===== config.mk =====
export PLATFORM = sky130hd
export DESIGN_NAME = instr_fetch_unit
export DESIGN_NICKNAME = d
export VERILOG_FILES = /design/src/rtl/mips_pkg.sv /design/src/rtl/fetch_fifo.sv /design/src/rtl/instr_fetch_unit.sv
export SDC_FILE = /design/constraint.sdc
export NUM_CORES = 1
export LEC_CHECK = 0
export BUFFER_PORTS_ARGS = -buffer_cell sky130_fd_sc_hd__buf_2
export CORE_MARGIN = 5
export CORE_UTILIZATION = 25
export DETAILED_ROUTE_END_ITERATION = 10
export SYNTH_ARGS = -nofsm -noshare
export SYNTH_HDL_FRONTEND = slang
export SYNTH_SLANG_ARGS = --single-unit
export TNS_END_PERCENT = 5

===== constraint.sdc =====
create_clock -name clk -period 7.3 [get_ports clk]
set_input_delay 1.095 -clock clk [delete_from_list [all_inputs] [get_ports clk]]
set_output_delay 1.095 -clock clk [all_outputs]
set_load 0.02 [all_outputs]

===== src/rtl/mips_pkg.sv =====
// Shared definitions for the fetch/decode slice of the core.
//   INSTR_W, OPC_W    : instruction word and opcode field widths
//   OPC_*             : major opcodes recognised by the control decoder
//   fetchState_t      : fetch sequencer states
//   opcodeOf()        : extracts the opcode field from an instruction word
package mips_pkg;

    localparam int INSTR_W = 32;
    localparam int OPC_W   = 6;

    localparam logic [OPC_W-1:0] OPC_RTYPE = 6'b000000;
    localparam logic [OPC_W-1:0] OPC_LW    = 6'b100011;
    localparam logic [OPC_W-1:0] OPC_SW    = 6'b101011;
    localparam logic [OPC_W-1:0] OPC_BEQ   = 6'b000100;

    typedef enum logic [1:0] {
        IDLE  = 2'd0,
        RUN   = 2'd1,
        FLUSH = 2'd2
    } fetchState_t;

    function automatic logic [OPC_W-1:0] opcodeOf(input logic [INSTR_W-1:0] word);
        return word[31:26];
    endfunction

endpackage


===== src/rtl/fetch_fifo.sv =====
// Synchronous FIFO used both as the fetched-instruction buffer and as the
// in-order request-PC tag queue.
//   clk, rst_n : clock, asynchronous active-low reset
//   flush      : empties the FIFO; wins over push/pop in the same cycle
//   push       : write pushData (accepted when not full, or when full and popping)
//   pop        : retire the head entry (ignored when empty)
//   headData   : current head entry (stale contents when empty)
//   full/empty : occupancy flags
//   count      : number of valid entries
module fetch_fifo #(
    parameter int WIDTH = 64,
    parameter int DEPTH = 2
) (
    input  logic                     clk,
    input  logic                     rst_n,
    input  logic                     flush,
    input  logic                     push,
    input  logic                     pop,
    input  logic [WIDTH-1:0]         pushData,
    output logic [WIDTH-1:0]         headData,
    output logic                     full,
    output logic                     empty,
    output logic [$clog2(DEPTH):0]   count
);

    localparam int PTR_W = $clog2(DEPTH);
    localparam logic [PTR_W:0] FULL_CNT = (PTR_W+1)'(DEPTH);

    logic [WIDTH-1:0] mem [DEPTH];
    logic [PTR_W-1:0] rdPtr;
    logic [PTR_W-1:0] wrPtr;
    logic             doPush;
    logic             doPop;

    assign empty    = (count == '0);
    assign full     = (count == FULL_CNT);
    assign doPop    = pop && !empty;
    // A full FIFO may still take a write when the head leaves in the same cycle.
    assign doPush   = push && (!full || doPop);
    assign headData = mem[rdPtr];

    always_ff @(posedge clk or negedge rst_n) begin
        if (!rst_n) begin
            rdPtr <= '0;
            wrPtr <= '0;
            count <= '0;
        end else if (flush) begin
            rdPtr <= '0;
            wrPtr <= '0;
            count <= '0;
        end else begin
            if (doPush) wrPtr <= wrPtr + 1'b1;
            if (doPop)  rdPtr <= rdPtr + 1'b1;
            case ({doPush, doPop})
                2'b10:   count <= count + 1'b1;
                2'b01:   count <= count - 1'b1;
                default: count <= count;
            endcase
        end
    end

    always_ff @(posedge clk) begin
        if (doPush) mem[wrPtr] <= pushData;
    end

endmodule


===== src/rtl/instr_fetch_unit.sv =====
// Sequential instruction fetch stage feeding the control decoder.
//   clk, rst_n                     : clock, asynchronous active-low reset
//   imem_req_valid/ready/addr      : word-aligned fetch requests to instruction memory
//   imem_rsp_valid/data            : in-order responses, no backpressure
//   branch_taken/target            : single-cycle redirect from branch resolution
//   instr_valid/ready              : decode handshake on the buffer head
//   instr, instr_pc, opCode        : head instruction, its PC and opcode field (0 when empty)
//
// state | meaning
// IDLE  | first cycle after reset, no requests
// RUN   | fetching, every response is kept
// FLUSH | dropping responses of requests issued before the last redirect
module instr_fetch_unit
    import mips_pkg::*;
#(
    parameter int                ADDR_W   = 32,
    parameter logic [ADDR_W-1:0] RESET_PC = '0,
    parameter int                DEPTH    = 2
) (
    input  logic                clk,
    input  logic                rst_n,
    output logic                imem_req_valid,
    input  logic                imem_req_ready,
    output logic [ADDR_W-1:0]   imem_req_addr,
    input  logic                imem_rsp_valid,
    input  logic [INSTR_W-1:0]  imem_rsp_data,
    input  logic                branch_taken,
    input  logic [ADDR_W-1:0]   branch_target,
    output logic                instr_valid,
    input  logic                instr_ready,
    output logic [INSTR_W-1:0]  instr,
    output logic [ADDR_W-1:0]   instr_pc,
    output logic [OPC_W-1:0]    opCode
);

    localparam int CNT_W = $clog2(DEPTH) + 1;
    localparam logic [CNT_W:0] DEPTH_CNT = (CNT_W+1)'(DEPTH);

    fetchState_t                 state;
    fetchState_t                 stateNext;
    logic [ADDR_W-1:0]           pc;
    logic [CNT_W-1:0]            discardCnt;
    logic [CNT_W-1:0]            discardNext;
    logic [CNT_W-1:0]            outstanding;
    logic [CNT_W-1:0]            bufCount;
    logic                        tagEmpty;
    logic                        bufEmpty;
    logic [ADDR_W-1:0]           reqPcHead;
    logic [ADDR_W+INSTR_W-1:0]   bufHead;
    logic [ADDR_W-1:0]           headPc;
    logic [INSTR_W-1:0]          headInstr;
    logic                        credit;
    logic                        reqFire;
    logic                        rspAccept;
    logic                        keepRsp;
    logic                        popHead;
    logic                        unusedFull;
    logic                        tagFull;
    logic                        bufFull;

    // The tag queue holds one PC per request in flight, so its count is the
    // outstanding-request count and nothing else needs to track it.
    fetch_fifo #(.WIDTH(ADDR_W), .DEPTH(DEPTH)) u_tagQueue (
        .clk      (clk),
        .rst_n    (rst_n),
        .flush    (1'b0),
        .push     (reqFire),
        .pop      (rspAccept),
        .pushData (pc),
        .headData (reqPcHead),
        .full     (tagFull),
        .empty    (tagEmpty),
        .count    (outstanding)
    );

    fetch_fifo #(.WIDTH(ADDR_W + INSTR_W), .DEPTH(DEPTH)) u_instrBuf (
        .clk      (clk),
        .rst_n    (rst_n),
        .flush    (branch_taken),
        .push     (keepRsp),
        .pop      (popHead),
        .pushData ({reqPcHead, imem_rsp_data}),
        .headData (bufHead),
        .full     (bufFull),
        .empty    (bufEmpty),
        .count    (bufCount)
    );

    // Credit keeps in-flight plus buffered entries within the buffer size,
    // which is what guarantees a response never lands on a full buffer.
    assign unusedFull     = tagFull | bufFull;
    assign credit         = ({1'b0, outstanding} + {1'b0, bufCount}) < DEPTH_CNT;
    assign imem_req_valid = (state != IDLE) && credit && !branch_taken;
    assign imem_req_addr  = pc;
    assign reqFire        = imem_req_valid && imem_req_ready;

    // Responses with nothing in flight (stale traffic after a reset) are ignored.
    assign rspAccept = imem_rsp_valid && !tagEmpty;
    assign keepRsp   = rspAccept && (discardCnt == '0) && !branch_taken;
    assign popHead   = instr_valid && instr_ready && !branch_taken;

    assign {headPc, headInstr} = bufHead;
    assign instr_valid = !bufEmpty;
    assign instr       = bufEmpty ? '0 : headInstr;
    assign instr_pc    = bufEmpty ? '0 : headPc;
    assign opCode      = opcodeOf(instr);

    always_ff @(posedge clk or negedge rst_n) begin
        if (!rst_n) begin
            state      <= IDLE;
            pc         <= RESET_PC;
            discardCnt <= '0;
        end else begin
            state      <= stateNext;
            discardCnt <= discardNext;
            if (branch_taken)
                pc <= {branch_target[ADDR_W-1:2], 2'b00};
            else if (reqFire)
                pc <= pc + ADDR_W'(4);
        end
    end

    // On a redirect every request still in flight belongs to the old path,
    // less the one retiring this cycle (which is dropped here directly).
    always_comb begin
        stateNext   = state;
        discardNext = discardCnt;
        if (branch_taken)
            discardNext = outstanding - {{(CNT_W-1){1'b0}}, rspAccept};
        else if (rspAccept && (discardCnt != '0))
            discardNext = discardCnt - 1'b1;

        case (state)
            IDLE:    stateNext = RUN;
            RUN:     if (branch_taken && (discardNext != '0)) stateNext = FLUSH;
            FLUSH:   if (discardNext == '0) stateNext = RUN;
            default: stateNext = IDLE;
        endcase
    end

endmodule


==> flow_metrics.env <==
export IMPL_diodes=0
export IMPL_relSlewSlack_pct=28.9
export IMPL_max_stage_delay_ns=0.60
export IMPL_dr_wl_met3_mm=1.77
export IMPL_hold_violations=0
export IMPL_period_minus_slack_ns=3.76
export IMPL_fin_cells=1356
export IMPL_clkTransAtPathRegs_ns=0.06
export IMPL_synth_avg_cell_area_sq_um=14.3
export IMPL_worst_slack_ns=3.54
export IMPL_boundaryPins=174
export IMPL_cap_violations=0
export IMPL_worst_pin_slew_ns=1.06
export IMPL_ys_ff_latch=226
export IMPL_core_area_sq_um=37400
export IMPL_gr_total_overflow=0
export IMPL_clock_latency_ns=0.53
export IMPL_drt_total_wl_mm=23.2
export IMPL_die_w_um=204
export IMPL_rsz0062_at_grt="false"
export IMPL_syn_to_final_growth_pct=23.8
export IMPL_synthCells=657
export IMPL_cp_max_fo=20
export IMPL_fin_area_sq_um=11600
export IMPL_cts_buffers=26
export IMPL_synth_flop_cell="edfxtp_1"
export IMPL_wl_met2_mm=11.0
export IMPL_final_setup_viol_count=0
export IMPL_layout_drive_gt1_share_pct=30.8
export IMPL_htreeDepth=1
export IMPL_top_layer="met5"
export IMPL_place_gp_congestion=0.778
export IMPL_fin_setup_tns_ns=0
export IMPL_cts_hold_buf=0
export IMPL_fmax_mhz=266
export IMPL_async_reset_ff_share_pct=18.6
export IMPL_grt_antenna_before_repair=3
export IMPL_grt_pass1_wl_mm=35.0
export IMPL_die_y_um=204
export IMPL_synth_distinct_cells=51
export IMPL_ys_seq_area_share_pct=70.1
export IMPL_vias=5846
export IMPL_grt_use_total_pct=10.9
export IMPL_cts_tree="built"
export IMPL_p_per_area_nw_per_um2=312
export IMPL_worst_ir_drop_vdd_mv=0.138
export IMPL_cts_resized=0
export IMPL_grt_max_degree=64
export IMPL_rows=71
export IMPL_worstSetupStartpointType="flop"
export IMPL_netlist_area_sq_um=9380
export IMPL_crit_chain="and2_1, fa_1, nor3_2, and3b_1, o21ai_0, nor2_2, buf_4"
export IMPL_fin_crit_sh_pct=51.6
export IMPL_grt_pass1_vias=5768
export IMPL_arrival_ns=3.96
export IMPL_dp_slack_ns=3.09
export IMPL_place_inst=1309
export IMPL_yosys_warnings=0
export IMPL_port_buffers=167
export IMPL_post_dp_cell_area_sq_um=10800
export IMPL_status="finished clean"
export IMPL_min_path_type="reg -> reg"
export IMPL_nets=901
export IMPL_wl_per_cell_um=17.1
export IMPL_root_buffer="clkbuf_16"
export IMPL_post_cts_buffers=0
export IMPL_synth_enable_flop_cells=184
export IMPL_cp_end_kind="flop"
export IMPL_cts_buffer_depth=3
export IMPL_route_detailed_drc=0
export IMPL_r2r_slack_ns=3.54
export IMPL_cp_required_ns=7.49
export IMPL_slowest_stage="and3b_1"
export IMPL_crit_type="reg -> reg"
export IMPL_first_pass_iters=4
export IMPL_whs_ns=0.513
export IMPL_start_util_pct=25.1
export IMPL_vias_per_cell=4.31
export IMPL_dieArea_sq_um=41500
export IMPL_skew_ns=0.0205
export IMPL_leakage_uw=0.00425
export IMPL_numClockSinks=226
export IMPL_wl_met1_mm=9.92
export IMPL_drt_iter0_markers=271
export IMPL_post_dp_hpwl_mm=15.7
export IMPL_ant_nets=0
export IMPL_drv_slew=0
## layer usage
layer | vias to the layer above | track usage [%]
li1 | 2789 | -
met1 | 2845 | 14.0
met2 | 168 | 17.8
met3 | 38 | 3.43
met4 | 6 | 3.18
met5 | - | 0
## kinds of logic after synthesis
logic type | count (synthesis) | share of synthesized area [%]
flip-flops | 226 | 70.1
AND/OR/NAND/NOR | 196 | 9.91
multiplexers | 95 | 10.5
AO/OA/AOI/OAI | 70 | 4.97
buffers and inverters | 51 | 2.51
XOR/XNOR | 13 | 1.21
adder cells (fa/ha/maj) | 5 | 0.747
other | 1 | 0.0400
## power by group
part	switching, uW	internal (uW)
clock	514	745
sequential	124	1560
combinational	411	267
total	1050	2570
## state kept, by name, summed over array words and instances (netlist names)
signal / count
discardCnt: 2
imem_req_addr: 30
state: 2
u_instrBuf.count: 2
u_instrBuf.mem: 124
u_instrBuf.rdPtr: 1
u_instrBuf.wrPtr: 1
u_tagQueue.count: 2
u_tagQueue.mem: 60
u_tagQueue.rdPtr: 1
u_tagQueue.wrPtr: 1
## placed cells by master (no fill, tap or decap), types with 6 or more instances in the layout
cell,instances
edfxtp_1,184
buf_2,167
nor2_1,88
mux2i_1,65
nand2_1,44
dfrtp_1,41
mux2_2,30
clkbuf_16,27
o21ai_0,26
nand3_1,15
inv_1,13
o311ai_0,12
nand4_1,11
a21oi_1,9
buf_4,9
xnor2_1,8
clkinvlp_4,6
clkinv_1,6
## Yosys cell counts (2+ instances only)
library cell	instances	area, sq um
clkbuf_1	14	52.6
xnor2_1	8	70.1
dfrtp_1	42	1050
a31oi_1	5	31.3
mux2_2	30	338
o21a_1	2	15.0
o21ai_0	26	130
nor2b_1	5	31.3
edfxtp_1	184	5530
mux2i_1	65	651
a221o_1	3	30.0
nor4_4	2	42.5
buf_2	5	25.0
a21oi_1	9	45.0
nand4_1	11	68.8
o211ai_1	4	30.0
nor2_1	91	342
nand3b_1	2	15.0
inv_1	13	48.8
o311ai_0	12	105
nor4_1	5	31.3
nor3_1	5	25.0
ha_1	4	50.1
nand3_1	15	75.1
xor2_1	5	43.8
buf_1	9	33.8
nor3b_1	2	15.0
nand2_1	44	165
buf_4	10	75.1
and3_1	4	25.0
## worst max-delay path, delay by kind of cell (launching register included)
kind            cells  cell delay, ns
simple gates        4            1.64
compound gates      1            0.44
fa+ha+maj           1            0.45
buf+inv             1            0.41
flops               1            0.47
## per-stage QoR
step | power (uW) | util, %
finish | 3620 | 31.1
CTS | 3700 | 31.1
floorplan | 2160 | -
detailed placement | 2410 | 28.8
global placement | 2390 | 28.8
global route | 3830 | 31.1
## final timing paths
path                                          to  cells past startpoint                start
hold / removal                  u_tagQueue.wrPtr                      1     u_tagQueue.wrPtr
max in group asynchronous       u_instrBuf.rdPtr                      1                rst_n
setup reg to reg           u_tagQueue.mem[0][18]                      7  u_instrBuf.count[0]
min in group asynchronous       imem_req_addr[2]                      1                rst_n
setup / recovery           u_tagQueue.mem[0][18]                      7  u_instrBuf.count[0]
hold reg to reg                 u_tagQueue.wrPtr                      1     u_tagQueue.wrPtr
## final cells by class
class | count | area (sq um)
inverters | 13 | 48.8
multi-input cells | 383 | 2610
flip-flops and latches | 226 | 6580
clock buffers | 29 | 683
clock inverters | 18 | 159
repair buffers | 176 | 903
well taps | 511 | 639
fillers | 3767 | 25800
Note: power is estimated with default switching activity, not from simulation.
